File: config.mk
export PLATFORM = sky130hd
export DESIGN_NAME = seq_multiplier
export DESIGN_NICKNAME = d
export VERILOG_FILES = /design/src/rtl/seq_multiplier_pkg.sv /design/src/rtl/seq_multiplier_booth_step.sv /design/src/rtl/seq_multiplier.sv
export SDC_FILE = /design/constraint.sdc
export NUM_CORES = 1
export LEC_CHECK = 0
export ABC_AREA = 1
export CAP_MARGIN = 10
export CORE_ASPECT_RATIO = 1.2
export CORE_MARGIN = 2
export CORE_UTILIZATION = 40
export CTS_CLUSTER_SIZE = 10
export DETAILED_ROUTE_END_ITERATION = 7
export GPL_TIMING_DRIVEN = 0
export HOLD_SLACK_MARGIN = 0.1
export PLACE_DENSITY_LB_ADDON = 0.2
export SLEW_MARGIN = 10
export SYNTH_ARGS = -nofsm -noshare
export SYNTH_HDL_FRONTEND = slang
export SYNTH_SLANG_ARGS = --single-unit
File: constraint.sdc
create_clock -name clk -period 3.7 [get_ports clk]
set_input_delay 0.37 -clock clk [delete_from_list [all_inputs] [get_ports clk]]
set_output_delay 0.37 -clock clk [all_outputs]
set_load 0.03 [all_outputs]
File: src/rtl/seq_multiplier_pkg.sv
`default_nettype none
// ============================================================================
// Module      : seq_multiplier_pkg
// Description : Shared bus widths and multiplier state encodings for the
//               EX-stage sequential multiplier.
// Revision    : 1.0 - initial release
// ============================================================================
package seq_multiplier_pkg;

    // Native data bus width and the MSB indices of single and double buses
    localparam int DATA_BUS_WIDTH  = 32;
    localparam int DATA_BUS        = DATA_BUS_WIDTH - 1;
    localparam int DOUBLE_DATA_BUS = 2 * DATA_BUS_WIDTH - 1;

    // Multiplier control states
    localparam logic [1:0] MUL_IDLE = 2'd0;
    localparam logic [1:0] MUL_CALC = 2'd1;
    localparam logic [1:0] MUL_DONE = 2'd2;

endpackage
`default_nettype wire

File: src/rtl/seq_multiplier_booth_step.sv
`default_nettype none
// ============================================================================
// Module      : seq_multiplier_booth_step
// Description : One radix-2 Booth iteration. Adds, subtracts or skips the
//               multiplicand according to (mplr[0], q(-1)), then shifts the
//               combined {acc, mplr, q(-1)} register arithmetically right by 1.
// Revision    : 1.0 - initial release
// ============================================================================
module seq_multiplier_booth_step #(
    parameter int WIDTH = 33
) (
    input  logic [WIDTH-1:0] i_acc,
    input  logic [WIDTH-1:0] i_mplr,
    input  logic             i_q_m1,
    input  logic [WIDTH-1:0] i_mcand,
    output logic [WIDTH-1:0] o_acc,
    output logic [WIDTH-1:0] o_mplr,
    output logic             o_q_m1
);

    logic [WIDTH-1:0] w_sum;

    // Booth add/subtract (wraps modulo 2^WIDTH) followed by the arithmetic shift
    always_comb begin
        w_sum = i_acc;
        case ({i_mplr[0], i_q_m1})
            2'b01:   w_sum = i_acc + i_mcand;
            2'b10:   w_sum = i_acc - i_mcand;
            default: w_sum = i_acc;
        endcase
        o_acc  = {w_sum[WIDTH-1], w_sum[WIDTH-1:1]};
        o_mplr = {w_sum[0], i_mplr[WIDTH-1:1]};
        o_q_m1 = i_mplr[0];
    end

endmodule
`default_nettype wire

File: src/rtl/seq_multiplier.sv
`default_nettype none
// ============================================================================
// Module      : seq_multiplier
// Description : Multi-cycle signed/unsigned radix-2 Booth multiplier for the
//               EX stage. One Booth step per clock; stalls the pipeline while
//               busy and pulses done with the 2W-bit {hi, lo} product.
//               Optional macro MUL_EARLY_EXIT_EN: a zero operand skips the
//               Booth iterations and completes in the following cycle.
// Revision    : 1.0 - initial release
// ============================================================================
module seq_multiplier
    import seq_multiplier_pkg::*;
#(
    parameter int DATA_WIDTH = DATA_BUS_WIDTH,
    parameter int CNT_WIDTH  = 6
) (
    input  logic                    clk,
    input  logic                    rst_n,
    input  logic                    mul_en,
    input  logic                    signed_mul,
    input  logic [DATA_WIDTH-1:0]   operand_1,
    input  logic [DATA_WIDTH-1:0]   operand_2,
    input  logic                    flush,
    output logic                    stall_req,
    output logic                    done,
    output logic [2*DATA_WIDTH-1:0] result
);

    // Operands are widened by one bit so unsigned values stay positive in Booth
    localparam int                   c_EXT_W     = DATA_WIDTH + 1;
    localparam logic [CNT_WIDTH-1:0] c_LAST_STEP = CNT_WIDTH'(DATA_WIDTH);

    logic [1:0]              r_state;
    logic [1:0]              w_state_next;
    logic [CNT_WIDTH-1:0]    r_count;
    logic [c_EXT_W-1:0]      r_acc;
    logic [c_EXT_W-1:0]      r_mplr;
    logic [c_EXT_W-1:0]      r_mcand;
    logic                    r_q_m1;
    logic [2*DATA_WIDTH-1:0] r_result;

    logic [c_EXT_W-1:0]      w_acc_step;
    logic [c_EXT_W-1:0]      w_mplr_step;
    logic                    w_q_step;
    logic [c_EXT_W-1:0]      w_op1_ext;
    logic [c_EXT_W-1:0]      w_op2_ext;
    logic                    w_start;
    logic                    w_skip;
    logic [2*DATA_WIDTH-1:0] w_product;

    assign w_op1_ext = {signed_mul & operand_1[DATA_WIDTH-1], operand_1};
    assign w_op2_ext = {signed_mul & operand_2[DATA_WIDTH-1], operand_2};
    assign w_start   = (r_state == MUL_IDLE) & mul_en & ~flush;

`ifdef MUL_EARLY_EXIT_EN
    assign w_skip = (operand_1 == '0) | (operand_2 == '0);
`else
    assign w_skip = 1'b0;
`endif

    // Low 2W bits of the {acc, mplr} Booth register hold the exact product
    assign w_product = {r_acc[DATA_WIDTH-2:0], r_mplr};

    seq_multiplier_booth_step #(
        .WIDTH (c_EXT_W)
    ) u_booth_step (
        .i_acc   (r_acc),
        .i_mplr  (r_mplr),
        .i_q_m1  (r_q_m1),
        .i_mcand (r_mcand),
        .o_acc   (w_acc_step),
        .o_mplr  (w_mplr_step),
        .o_q_m1  (w_q_step)
    );

    // State register
    always_ff @(posedge clk or negedge rst_n) begin
        if (!rst_n) begin
            r_state <= MUL_IDLE;
        end else begin
            r_state <= w_state_next;
        end
    end

    // Next-state logic; flush overrides every transition
    always_comb begin
        w_state_next = r_state;
        case (r_state)
            MUL_IDLE: begin
                if (w_start) begin
                    w_state_next = w_skip ? MUL_DONE : MUL_CALC;
                end
            end
            MUL_CALC: begin
                if (r_count == c_LAST_STEP) begin
                    w_state_next = MUL_DONE;
                end
            end
            MUL_DONE: w_state_next = MUL_IDLE;
            default:  w_state_next = MUL_IDLE;
        endcase
        if (flush) begin
            w_state_next = MUL_IDLE;
        end
    end

    // Booth datapath: load on acceptance, iterate while calculating
    always_ff @(posedge clk or negedge rst_n) begin
        if (!rst_n) begin
            r_acc   <= '0;
            r_mplr  <= '0;
            r_mcand <= '0;
            r_q_m1  <= 1'b0;
            r_count <= '0;
        end else if (w_start) begin
            r_acc   <= '0;
            r_q_m1  <= 1'b0;
            r_count <= '0;
            r_mcand <= w_op1_ext;
            // A skipped operation must leave a zero product in the register
            r_mplr  <= w_skip ? '0 : w_op2_ext;
        end else if (r_state == MUL_CALC) begin
            r_acc   <= w_acc_step;
            r_mplr  <= w_mplr_step;
            r_q_m1  <= w_q_step;
            r_count <= r_count + CNT_WIDTH'(1);
        end
    end

    // Result holding register, updated only by a completing DONE cycle
    always_ff @(posedge clk or negedge rst_n) begin
        if (!rst_n) begin
            r_result <= '0;
        end else if ((r_state == MUL_DONE) && !flush) begin
            r_result <= w_product;
        end
    end

    // The product is presented during the done pulse itself, then held
    always_comb begin
        done      = (r_state == MUL_DONE) & ~flush;
        result    = done ? w_product : r_result;
        stall_req = w_start | ((r_state == MUL_CALC) & ~flush);
    end

endmodule
`default_nettype wire

==> results of run 1 <==
cell families (layout without fill, tap and decap cells):
| kind of cell | count (synthesis) | after routing |
|---|---|---|
| adders and majority gates | 37 | 37 |
| and+or+nand+nor | 635 | 635 |
| buffers and inverters | 305 | 473 |
| DFF | 171 | 171 |
| xor gates and xnor gates | 35 | 35 |
| AOI/OAI and AO/OA | 267 | 267 |
worst max-delay path by stage:
stage | start | end | cells after the start
finish | r_state[0] | result[56] | 5
global route | r_mplr[0] | r_acc[29] | 19
CTS | r_state[0] | result[56] | 5
detailed placement | flush | result[56] | 6
global placement | rst_n | r_mplr[8] | 1
floorplan | r_mplr[0] | r_acc[22] | 21
registers in the layout, summed over array words and instances, names as in the netlist:
register and cells:
r_acc 32, r_q_m1 1, r_count 6, r_mplr 33, r_mcand 33, r_result 64, r_state 2
cell usage in the layout, fill, tap and decap left out, types with 3 or more instances in the layout:
cell / Yosys / final
clkdlybuf4s50_1: 0 / 133
o22ai_1: 5 / 5
xor2_1: 31 / 31
ha_1: 36 / 36
nand2_1: 457 / 457
buf_4: 3 / 3
nand3_2: 3 / 3
nor3_1: 7 / 7
inv_1: 253 / 253
nand3_1: 58 / 58
nor2_2: 4 / 4
clkinv_2: 0 / 3
and2_1: 3 / 3
buf_2: 19 / 19
nor2_1: 78 / 78
nor2_4: 3 / 3
clkbuf_1: 24 / 24
inv_6: 0 / 6
clkbuf_16: 0 / 17
o221ai_1: 3 / 3
dfrtp_1: 171 / 171
inv_2: 5 / 5
a21oi_1: 53 / 53
nand2_2: 10 / 10
xnor2_1: 4 / 4
a22oi_1: 30 / 30
o21ai_0: 161 / 161
cell usage after synthesis, types with 2 or more instances:
library cell / instances
xor2_1: 31
buf_2: 19
inv_2: 5
ha_1: 36
o221ai_1: 3
clkbuf_1: 24
o31ai_1: 2
nor2_4: 3
o21ai_1: 2
nand2_2: 10
a22oi_1: 30
o21ai_0: 161
nand2_1: 457
a21oi_1: 53
and2_1: 3
nor2_1: 78
nand3_1: 58
or2_2: 2
buf_4: 3
nand3b_1: 2
o211ai_1: 2
nor3_1: 7
o21a_1: 2
xnor2_1: 4
o21ai_2: 2
nand4_1: 2
inv_1: 253
nor2_2: 4
nor3b_1: 2
nand3_2: 3
dfrtp_1: 171
o22ai_1: 5
through the flow:
stage | setup TNS (ps) | hold WS, ps | utilization (%)
after floorplan | 0 | 74.4 | -
after detailed placement | 0 | 348 | 47.6
final | 0 | 454 | 49.9
after global placement | -857770 | 458 | 47.5
after CTS | 0 | 446 | 49.9
after global routing | 0 | 469 | 49.9
power groups by stage:
stage | Combinational (uW) | Clock (uW) | Sequential [uW]
after floorplan | 4730 | 0 | 2920
after global placement | 6820 | 0 | 3040
after detailed placement | 6880 | 0 | 3050
after CTS | 6920 | 1830 | 3020
after global routing | 7730 | 1900 | 3110
final | 6900 | 1810 | 3030
final cells by class:
cell class | instances | share of cell area, %
repair buffers | 136 | 10.9
multi-input cells | 974 | 38.4
plain buffers | 47 | 1.67
flip-flops and latches | 171 | 33.7
inverters | 258 | 7.63
clock inverters | 14 | 1.04
well taps | 330 | 3.25
clock buffers | 18 | 3.46
worst max-delay path: stages (launching register included):
cell	delay, ps
dfrtp_1	440
nor3_4	370
inv_2	210
clkbuf_1	360
o21ai_0	460
clkdlybuf4s50_1	750
routing by layer:
layer	global-route usage, %	up-vias	share of wire (%)
li1	-	4846	-
met1	29.3	4398	43
met2	40.3	226	49
met3	5.06	43	4.9
met4	9.27	0	3.2
met5	0	-	0
timing repair:
| item | 4_1_cts | 5_1_grt |
|---|---|---|
| hold endpoints to repair | 65 | 0 |
| hold buffers | 1 | 0 |
| buffers inserted | 0 | 0 |
==> flow_metrics.tcl, run 1 <==
set metrics [dict create \
    synth_simple_gate_area_share_pct 25.2 \
    num-nets-final 1711 \
    route.detailed.drc 0 \
    final_cells 1948 \
    setup_viol 0 \
    end_kind "primary output" \
    synth-adder-area-share_pct 4.55 \
    totalWireLength_mm 31.3 \
    ys_seq_area_share_pct 41.4 \
    area_growth_pct 22.9 \
    leakage_uw 0.00652 \
    hold_viol 0 \
    synthTopCellsByArea "dfrtp_1 (41%), nand2_1 (17%), inv_1 (9.2%)" \
    synth_top_area_cell "dfrtp_1" \
    synth_compound_area_share_pct 14.4 \
    p_seq_share_pct 25.8 \
    antenna_left 0 \
    dieHeight_microns 180 \
    worst_slew_pin_slew_ps 849 \
    rsz0062_at_grt "false" \
    grt_usage_pct 23.8 \
    avgViaCountPerCell 4.88 \
    power.switching_uw 5790 \
    reg2regPathDepth 19 \
    post_drt_wl_per_cell_microns 16.1 \
    ir_worst_vdd_mv 0.389 \
    num_vias 9513 \
    start_kind "flip-flop" \
    period_minus_slack_ps 3400 \
    worstPathMaxFanout 10 \
    synth_ff_type "dfrtp_1" \
    ys_ff_latch 171 \
    slew_viol_final 0 \
    start_util_pct 40.6 \
    reg2reg_from "r_q_m1" \
    core_sq_um 25500 \
    fin_skew_ps 14.6 \
    diodes 0 \
    ys_async_sr_fraction_pct 100 \
    path_clk_slew_ps 70 \
    slew_headroom_pct 43.4 \
    r2r_end "r_acc[30]" \
    seqCellArea_sq_um 4280 \
    cts_root_buf "clkbuf_16" \
    synth_cell_type_count 43 \
    max_freq_ghz 0.294 \
    finalCritPeriodShare_pct 91.9 \
    dp_cells 1915 \
    clk_latency_ps 450 \
    max-clock-path-buffers 2 \
    fillers 2574 \
    cap_violations 0 \
    status "finished, final reports clean" \
    grt_pass1_wl_mm 49.7 \
    crit_required_ps 3330 \
    cts_buffers 17 \
    critical_path_class "reg -> out" \
    p_per_area_nw_per_um2 924 \
    pre_cts_slack_ps 295 \
    hold_class "in -> async" \
    drtIter0Drc 437 \
    die_w_microns 151 \
    place_congestion 0.918 \
    p_int_uw 5940 \
    cts_tree "done" \
    power_frac_comb_pct 58.8 \
    numPortBuffers 134 \
    io-pin-count 135 \
    synth_warnings 0 \
    cts-htree-levels 4 \
    dp_hpwl_mm 24.6 \
    rrSetupSlack_ps 380 \
    grt_max_degree 107 \
    synth_top_area_share_pct 41.4 \
    multi_input_area_sq_um 4870 \
    dr.pass1.iters 5 \
    cts.sinks 171 \
    worstPathArrival_ps 3030 \
    synth_xor_area_share_pct 2.97 \
    finalPower_uw 11700 \
    die_area_sq_um 27100 \
    fin_area_sq_um 12700 \
    clkPwrFrac_pct 15.4 \
    switching_share_pct 49.4 \
    synth_edf_count 0 \
    rows 64 \
    synthCells 1450 \
    cts_resized 0 \
    setup_slack_ps 299 \
    synth_fp_nets 1556 \
    avgSynthCellArea_sq_um 7.12 \
    synth_top_family_by_area "simple AND/OR/NAND/NOR gates" \
    synth_area_sq_um 10300 \
    synthMuxAreaShare_pct 0 \
    drive_above_1_share_pct 5.62 \
    grt_pass1_vias 9539 \
    overflow 0 \
    antenna_found_initial 0 \
    placed_cell_area_sq_um 12100 \
]
No activity file was read; power rests on OpenSTA's default activity.
==> inputs of run 2 (changes only) <==
ABC_CLOCK_PERIOD_IN_PS = 3700   (was unset)
==> results of run 2 <==
The final DEF is identical to that of run 1; final timing and power are the same.
==> inputs of run 3 (changes only) <==
PLACE_DENSITY_LB_ADDON = unset   (was 0.2)
==> flow_metrics.tcl, run 3 (synthesized netlist as in run 1, its figures left out) <==
set metrics [dict create \
    final_util_pct 50.1 \
    grt_pass1_vias 9652 \
    worstPathMaxFanout 10 \
    antenna_found_initial 0 \
    status "finished, final reports clean" \
    num-nets-final 1711 \
    critical_path_class "reg -> reg" \
    grt_pass1_wl_mm 50.8 \
    die_area_sq_um 27100 \
    fillers 2656 \
    post_drt_wl_per_cell_microns 16.2 \
    cts_buffers 17 \
    path_clk_slew_ps 70 \
    route.detailed.drc 0 \
    largest_register_ffs 64 \
    clk_latency_ps 450 \
    place_congestion 0.915 \
    core_sq_um 25500 \
    slew_viol_final 0 \
    rsz0062_at_grt "false" \
    fin_skew_ps 15.2 \
    grt_usage_pct 24.4 \
    cap_violations 0 \
    cts_resized 0 \
    area_growth_pct 23.6 \
    final_common_cell "nand2_1" \
    cts_hold_buf 1 \
    finalPower_uw 11900 \
    die_w_microns 151 \
    diodes 0 \
    hold_class "in -> async" \
    io-pin-count 135 \
    post_cts_buffers 0 \
    finalCritPeriodShare_pct 91.6 \
    worstSetupStartpoint "r_q_m1" \
    avgViaCountPerCell 4.83 \
    start_util_pct 40.6 \
    slew_headroom_pct 51.3 \
    drtIter0Drc 515 \
    final_cells 1948 \
    fin_area_sq_um 12800 \
    rows 64 \
    dieHeight_microns 180 \
    reg_top3 "r_result x64, r_mcand x33, r_mplr x33" \
    dr.pass1.iters 7 \
    placed_cell_area_sq_um 12100 \
    cts_root_buf "clkbuf_16" \
    reg2reg_from "r_q_m1" \
    leakage_uw 0.00656 \
    hold_viol 0 \
    totalWireLength_mm 31.6 \
    overflow 0 \
    end_kind "flip-flop" \
    period_minus_slack_ps 3390 \
    cts.sinks 171 \
    grt_max_degree 107 \
    crit_required_ps 4030 \
    fin_tns_setup_ps 0 \
    ir_worst_vdd_mv 0.416 \
    num_vias 9415 \
    max_freq_ghz 0.295 \
    cts_tree "done" \
    cts-htree-levels 4 \
    top_register "r_result" \
    dp_hpwl_mm 24.9 \
    start_kind "flip-flop" \
    setup_viol 0 \
    p_per_area_nw_per_um2 936 \
    max-clock-path-buffers 2 \
    drive_above_1_share_pct 5.56 \
    antenna_left 0 \
    final_cell_mix "nand2_1 (457), inv_1 (253), dfrtp_1 (171), o21ai_0 (161), clkdlybuf4s50_1 (133)" \
    numPortBuffers 134 \
    worstPathArrival_ps 3720 \
    worst_slew_pin_slew_ps 730 \
    dp_cells 1915 \
]
run 3: final timing paths:
path	to	slack, ps	cells past startpoint
worst max-delay path	r_acc[27]	310	16
worst min-delay path	r_result[41]	460	2
worst max register to register	r_acc[27]	310	16
worst min register to register	r_result[38]	490	2
max in group asynchronous	r_mcand[14]	2320	3
min in group clk	r_mcand[29]	460	3
run 3: routing by layer:
metal  up-vias  track usage, %  wire length, microns
li1       4856               -                     -
met1      4327            29.7                 13600
met2       198            42.5                 15700
met3        34            5.59                  1620
met4         0            7.21                   643
met5         -               0                     0
run 3: critical path: stages, from the launching register on:
cell	delay [ps]
dfrtp_1	370
inv_1	80
ha_1	130
buf_2	220
clkbuf_1	450
o21ai_0	310
fa_1	550
nand3_1	110
nand3_1	140
nand3_1	120
nand3_1	190
nand2_1	160
nand2_1	70
nand2_1	60
nand3_1	140
nand2_1	120
nand2_1	50
run 3: stage by stage:
stage / hold slack (ps) / worst slack (ps)
after detailed placement: 349 / 359
final: 461 / 313
after global routing: 460 / 21.8
after global placement: 464 / -5110
after CTS: 443 / 319
after floorplan: 74.4 / 1060
run 3: power breakdown:
part / internal (uW) / switching, uW
clock network: 1150 / 849
registers: 2610 / 408
logic: 2370 / 4560
total: 6130 / 5820
run 3: area by class of cell:
type	instances	area, sq um	share of cell area, %
clock buffers	18	429	3.36
well taps	330	413	3.23
multi-input cells	974	4870	38.2
inverters	258	968	7.59
repair buffers	136	1380	10.8
plain buffers	47	211	1.66
flip-flops and latches	171	4280	33.5
clock inverters	14	211	1.66
